===== config.mk =====
export PLATFORM = sky130hd
export DESIGN_NAME = matmul_operand_feeder
export DESIGN_NICKNAME = d
export VERILOG_FILES = /design/src/rtl/matmul_operand_feeder.sv
export SDC_FILE = /design/constraint.sdc
export NUM_CORES = 1
export LEC_CHECK = 0
export ABC_AREA = 1
export CAP_MARGIN = 0
export CORE_AREA = 2 2 191 193
export CTS_CLUSTER_SIZE = 25
export DETAILED_ROUTE_END_ITERATION = 6
export DIE_AREA = 0 0 193 195
export GPL_ROUTABILITY_DRIVEN = 0
export PLACE_DENSITY = 0.53
export SYNTH_ARGS = -nofsm -noshare
export SYNTH_HDL_FRONTEND = slang
export SYNTH_SLANG_ARGS = --single-unit
export TNS_END_PERCENT = 20

===== constraint.sdc =====
create_clock -name clk -period 4.3 [get_ports clk]
set_input_delay 0.86 -clock clk [delete_from_list [all_inputs] [get_ports clk]]
set_output_delay 0.86 -clock clk [all_outputs]
set_load 0.03 [all_outputs]

===== src/rtl/matmul_operand_feeder.sv =====
// Operand sequencer for the matrix-multiply datapath: loads A then B row-major from one
// word stream, then issues every (row of A, column of B) pair in row-major output order.
module matmul_operand_feeder #(
  parameter int DIM = 4,
  parameter int W   = 8,
  localparam int IW = $clog2(DIM)
) (
  input  logic               clk,
  input  logic               reset,
  input  logic               in_valid,
  output logic               in_ready,
  input  logic [W-1:0]       in_data,
  output logic               out_valid,
  input  logic               out_ready,
  output logic [DIM*W-1:0]   out_a,
  output logic [DIM*W-1:0]   out_b,
  output logic [IW-1:0]      out_row,
  output logic [IW-1:0]      out_col,
  output logic               out_last
);

  localparam int N       = DIM * DIM;
  localparam int LCW     = $clog2(2 * N);
  localparam int LAST_LC = 2 * N - 1;

  typedef enum logic {
    LOAD,
    STREAM
  } state_t;

  state_t         state_q, state_d;
  logic [LCW-1:0] lc_q;
  logic [IW-1:0]  i_q, j_q;
  logic [W-1:0]   a_buf [DIM][DIM];
  logic [W-1:0]   b_buf [DIM][DIM];

  logic in_fire, out_fire, load_done, stream_done, i_max, j_max;

  // Handshake qualifiers come straight from the state register, so neither ready nor
  // valid has a combinational path from the opposite side of the block.
  assign in_ready    = (state_q == LOAD);
  assign out_valid   = (state_q == STREAM);
  assign in_fire     = in_valid && in_ready;
  assign out_fire    = out_valid && out_ready;
  assign i_max       = (i_q == IW'(DIM - 1));
  assign j_max       = (j_q == IW'(DIM - 1));
  assign load_done   = in_fire && (lc_q == LCW'(LAST_LC));
  assign stream_done = out_fire && i_max && j_max;

  // NOTE: every signal written in always_comb gets a default first, so no path leaves
  // it unassigned and no latch is inferred.
  always_comb begin
    state_d = state_q;
    if (load_done)   state_d = STREAM;
    if (stream_done) state_d = LOAD;
  end

  // NOTE: sequential state uses non-blocking assignments so every register samples the
  // pre-edge values regardless of statement order.
  always_ff @(posedge clk or negedge reset) begin
    if (!reset) begin
      state_q <= LOAD;
      lc_q    <= '0;
      i_q     <= '0;
      j_q     <= '0;
    end else begin
      state_q <= state_d;
      if (in_fire) lc_q <= load_done ? '0 : lc_q + LCW'(1);
      if (out_fire) begin
        if (j_max) begin
          j_q <= '0;
          i_q <= i_max ? '0 : i_q + IW'(1);
        end else begin
          j_q <= j_q + IW'(1);
        end
      end
    end
  end

  // NOTE: the operand buffers are reset on purpose: outputs must read as zero after reset,
  // and stale operands from an aborted load must never reach the datapath.
  always_ff @(posedge clk or negedge reset) begin
    if (!reset) begin
      for (int r = 0; r < DIM; r++) begin
        for (int c = 0; c < DIM; c++) begin
          a_buf[r][c] <= '0;
          b_buf[r][c] <= '0;
        end
      end
    end else if (in_fire) begin
      for (int r = 0; r < DIM; r++) begin
        for (int c = 0; c < DIM; c++) begin
          if (lc_q == LCW'(r * DIM + c))     a_buf[r][c] <= in_data;
          if (lc_q == LCW'(N + r * DIM + c)) b_buf[r][c] <= in_data;
        end
      end
    end
  end

  // Row i of A and column j of B, element k in slice k; i and j sit at zero outside STREAM.
  always_comb begin
    out_a = '0;
    out_b = '0;
    for (int k = 0; k < DIM; k++) begin
      out_a[k*W +: W] = a_buf[i_q][k];
      out_b[k*W +: W] = b_buf[k][j_q];
    end
  end

  assign out_row  = i_q;
  assign out_col  = j_q;
  assign out_last = out_valid && i_max && j_max;

endmodule


Yosys cells after proc, flatten, opt, wreduce, memory -nomap -nowiden:

Index checks and enable logic that the tools add are counted.

* input bits: 12
* flip-flop bits (word level): 266
* logic and storage cells: 139

* reduce and logical (&&, ||, !) cells: 42
* muxes and demuxes: 20
* $add $sub $neg: 3
* $lt $le $gt $ge: 2
* bitwise gates (word level): 3
* equal/unequal tests: 33

Operators with widths (number)
* $eq 5x5->1 const B: 16
* $reduce_and 2->1: 33
* $bmux 32 s2: 1
* $bmux 8 s2: 4
* $mux 32: 2
* $mux 8: 8
* $eq 5x4->1 const B: 8
* $eq 5x3->1 const B: 4
* $eq 5x2->1 const B: 2
* $logic_and 1x1->1: 7
* $ge 3x3->1 const B: 2
* $not 2->3: 2
* $add 5x1->5 const B: 1
* $eq 5x1->1 const B: 1
* $logic_not 5->1: 1
* $mux 5: 1
* $add 2x1->2 const B: 2
* $eq 2x2->1 const B: 2
* $mux 2: 2
* $mux 1: 2
* $reduce_bool 2->1: 1
* $not 1->1: 1

Longest topological paths before layout:

* depth after elaboration: 5
* mapped depth: 8
* depth with buffers taken out: 7

Worst setup path before layout:

No wires, ideal clock.

* path kind: register -> output
* from: register i_q[0], in the netlist out_row[0]
* to: output out_a[10]
* stages on the path, launching flop included: 7
* path buffers: 3
* setup slack: 1659 ps
* data arrival time: 1781 ps
* path through: dfrtp_1 > buf_2 > inv_1 > buf_2 > clkbuf_1 > nor2_1 > o22ai_1

* longest elaborated chain between the ends: 4

RTL lines
* start: declaration: RTL line 33 `logic [IW-1:0] i_q, j_q;`
* start signal: assignment: RTL line 72 `i_q <= i_max ? '0 : i_q + IW'(1);`
* $not 2->3 (implied by the code): RTL line 105 `out_a[k*W +: W] = a_buf[i_q][k];`
* $bmux 32 s2: RTL line 105
* $mux 32 (2 in series)
* end: declaration: RTL line 15 `output logic [DIM*W-1:0] out_a,`

Every way passes these cells. The select of a mux whose other input is x is not followed.

Worst setup path in the final report:

* from: register i_q[1], in the netlist out_row[1]
* to: output out_a[24]

* longest elaborated chain between the ends: 4

RTL lines (RTL line)
* $not 2->3 (implied by the code): 105
* $bmux 32 s2: 105
* $mux 32 (implied by the code) (2 in series): 105

Every way passes these cells. The select of a mux whose other input is x is not followed.

==> results.txt <==
Final period util = 93.8%
Post-synthesis mux area share = 0%
Avg Vias per Cell = 5.04
Fmax = 248 MHz
Wire per inst = 18.2 um
Core ar. = 35,400 um^2
CTS Root Cell = clkbuf_16
Global Route Usage Sum = 20.8%
Crit path largest cell delay = 1.24 ns
Antenna violations before repair = 0
Synth unique cells = 21
Largest family of logic cells by synthesized area = simple AND/OR/NAND/NOR gates
Synthesized area per cell = 7.82 um^2
Synthesized area = 12,300 um^2
RSZ-0062 raised after global routing = false
Max-cap viol count = 0
DP Wirelength = 24.4 mm
I/O pins = 83
Outcome = finished clean
Max_slew headroom = 9.06%
Vias = 10,700
YS warnings = 0
Crit path max fanout = 35
Post CTS Setup Buffer Count = 0
Max IR drop VDD = 0.688 mV
Worst Skew = 0.0119 ns
CTS resizes = 0
Area grow syn2layout = 18.9%
Die X = 193 um
CP startpoint kind = flip-flop
Clk buf depth = 3
Mapped Cells = 1,574
CTS tree = built
DRC Markers = 0
Worst min-delay path class = input pin to asynchronous set/reset pin
Placed Cells = 2,063
Post-synthesis simple-gate area fraction = 29.9%
Fillcell total = 3,645
Worst Path Required = 3.44 ns
TritonCTS Buffers = 31
Worst-skew pair later-pin latency = 0.55 ns
PD cells = 778 nW/um^2
Die H = 195 um
Grt total ovfl = 0
Critical Path AT = 3.17 ns
Layout Cells excl Fill = 2,119
CP max stage cell = dfrtp_1
Seq/Total Area, Yosys = 54.1%
Post-synthesis xor/xnor area fraction = 0%
CTS HTree Levels = 1
Adder-Cell Fraction of Synth Area = 0.813%
Starting DRT DRC Count = 830
WL final = 38.6 mm
Final Hold Viols = 0
Compound-Gate Fraction of Synth Area = 10.8%
Cells along the critical path = o21ai_0 > o22ai_1 > clkdlybuf4s50_1
Worst slew pin tran = 1.36 ns
# diodes = 0
Initial core utilization = 34.8%
ANT nets after route = 0
Nets = 1,655
Num rows = 69
Largest net degree at the start of global routing = 108
Final Max Slew Viols = 0
Drt first pass iters = 7
Worst R2R Setup Slack = 2.09 ns
Die outline area = 37,600 um^2
Synthesis-stage register bit count = 266
Vias in the first global route = 10,400
Crit Path Category = flip-flop to output port
Share of layout cells above drive strength 1 = 7.00%
Leakage = 7.61 nW
CP delay by family, top = flip-flops
Reg clk slew, reported paths = 0.06 ns
Setup TNS = 0 ns
Port Buf Inserts = 82
Worst setup EP type = output port
Syn nets = 1,594
First-pass GRT wire length = 61.1 mm
Clock Sinks = 266
Final min period = 4.03 ns
CP Buf/Inv Count = 1
Endpoints failing setup = 0
CTS Hold Bufs = 0
==> kinds of logic (layout without fill, tap and decap cells) <==
logic type,after synthesis,in the layout
AOI/OAI and AO/OA,250,250
buffers and inverters,132,216
adders and majority gates,8,8
DFF,266,266
and+or+nand+nor,918,918
==> path summary, 6_finish.rpt <==
check | startpoint | end | cells after the start
max | out_row[1] | out_a[24] | 3
min | reset | a_buf[25] | 1
max reg2reg | out_valid | a_buf[34] | 5
min reg2reg | b_buf[87] | b_buf[87] | 2
max in group asynchronous | reset | b_buf[111] | 2
min in group clk | b_buf[87] | b_buf[87] | 2
==> power breakdown <==
part           switching (mW)  leakage (nW)  internal (mW)
logic                    3.18          3.57           1.77
registers               0.477          3.52           3.24
clock network            1.05         0.522           1.68
total                    4.71          7.61           6.68
==> layer usage <==
metal | up-vias | part of all wire (%) | GRT usage (%)
met3 | 70 | 5.3 | 2.35
met5 | - | 0 | 0
met1 | 5198 | 46 | 29.5
met2 | 310 | 46 | 33.4
li1 | 5102 | - | -
met4 | 0 | 2.9 | 5.92
==> per-stage QoR <==
stage / power (mW) / util [%] / worst slack, ns / hold WS, ns / area [um^2]
after floorplan: 6.79 / - / 1.66 / 0.437 / 12300
after global placement: 8.68 / 38.4 / 0.930 / 0.448 / 13600
after detailed placement: 8.70 / 38.4 / 0.908 / 0.453 / 13600
after CTS: 11.5 / 41.4 / 0.311 / 0.420 / 14600
after global routing: 12.1 / 41.4 / 0.141 / 0.456 / 14600
final: 11.4 / 41.4 / 0.267 / 0.387 / 14600
==> cells in the mapped netlist (all sizes together) <==
cell type / n / area (um^2)
o22ai: 56 / 350
nor2: 151 / 692
dfrtp: 266 / 6660
ha: 8 / 100
a21oi: 19 / 95.1
nor3: 2 / 10.0
nand3: 15 / 87.6
o31ai: 1 / 7.51
nand2: 750 / 2890
o21ai: 174 / 871
inv: 55 / 206
buf: 19 / 119
clkbuf: 58 / 218
==> final cells by class <==
class / instances / area, um^2 / area share [%]
clock inverter: 10 / 150 / 1.03
inverter: 55 / 206 / 1.41
tap: 461 / 577 / 3.94
clock buffer: 46 / 902 / 6.16
sequential: 266 / 6660 / 45.5
multi-input combinational: 1176 / 5110 / 34.9
timing repair buffer: 105 / 1040 / 7.08
==> layout by cell type (no fill, tap or decap) <==
cell | Yosys | routed
buf_4 | 2 | 20
clkbuf_16 | 0 | 31
o21ai_0 | 174 | 174
dfrtp_1 | 266 | 264
inv_1 | 52 | 50
nand2_2 | 1 | 1
nand2_4 | 10 | 10
nor2_4 | 12 | 12
nor2_1 | 125 | 125
nor2_2 | 14 | 14
nand2_1 | 739 | 739
nand3_1 | 14 | 14
a21oi_1 | 19 | 19
inv_2 | 3 | 4
clkbuf_1 | 58 | 8
ha_1 | 8 | 8
o22ai_1 | 56 | 56
clkbuf_8 | 0 | 7
buf_8 | 0 | 1
o31ai_1 | 1 | 1
clkinv_2 | 0 | 6
clkinv_1 | 0 | 1
dfrtp_2 | 0 | 2
bufinv_16 | 0 | 4
nor3_1 | 2 | 2
nand3_4 | 1 | 1
buf_12 | 0 | 3
clkdlybuf4s50_1 | 0 | 81
==> state kept, by name, indices dropped and copies added, names as in the netlist <==
register and count:
out_valid 1, a_buf 128, out_row 2, b_buf 128
lc_q 5, out_col 2
No activity file was read; power rests on OpenSTA's default activity.
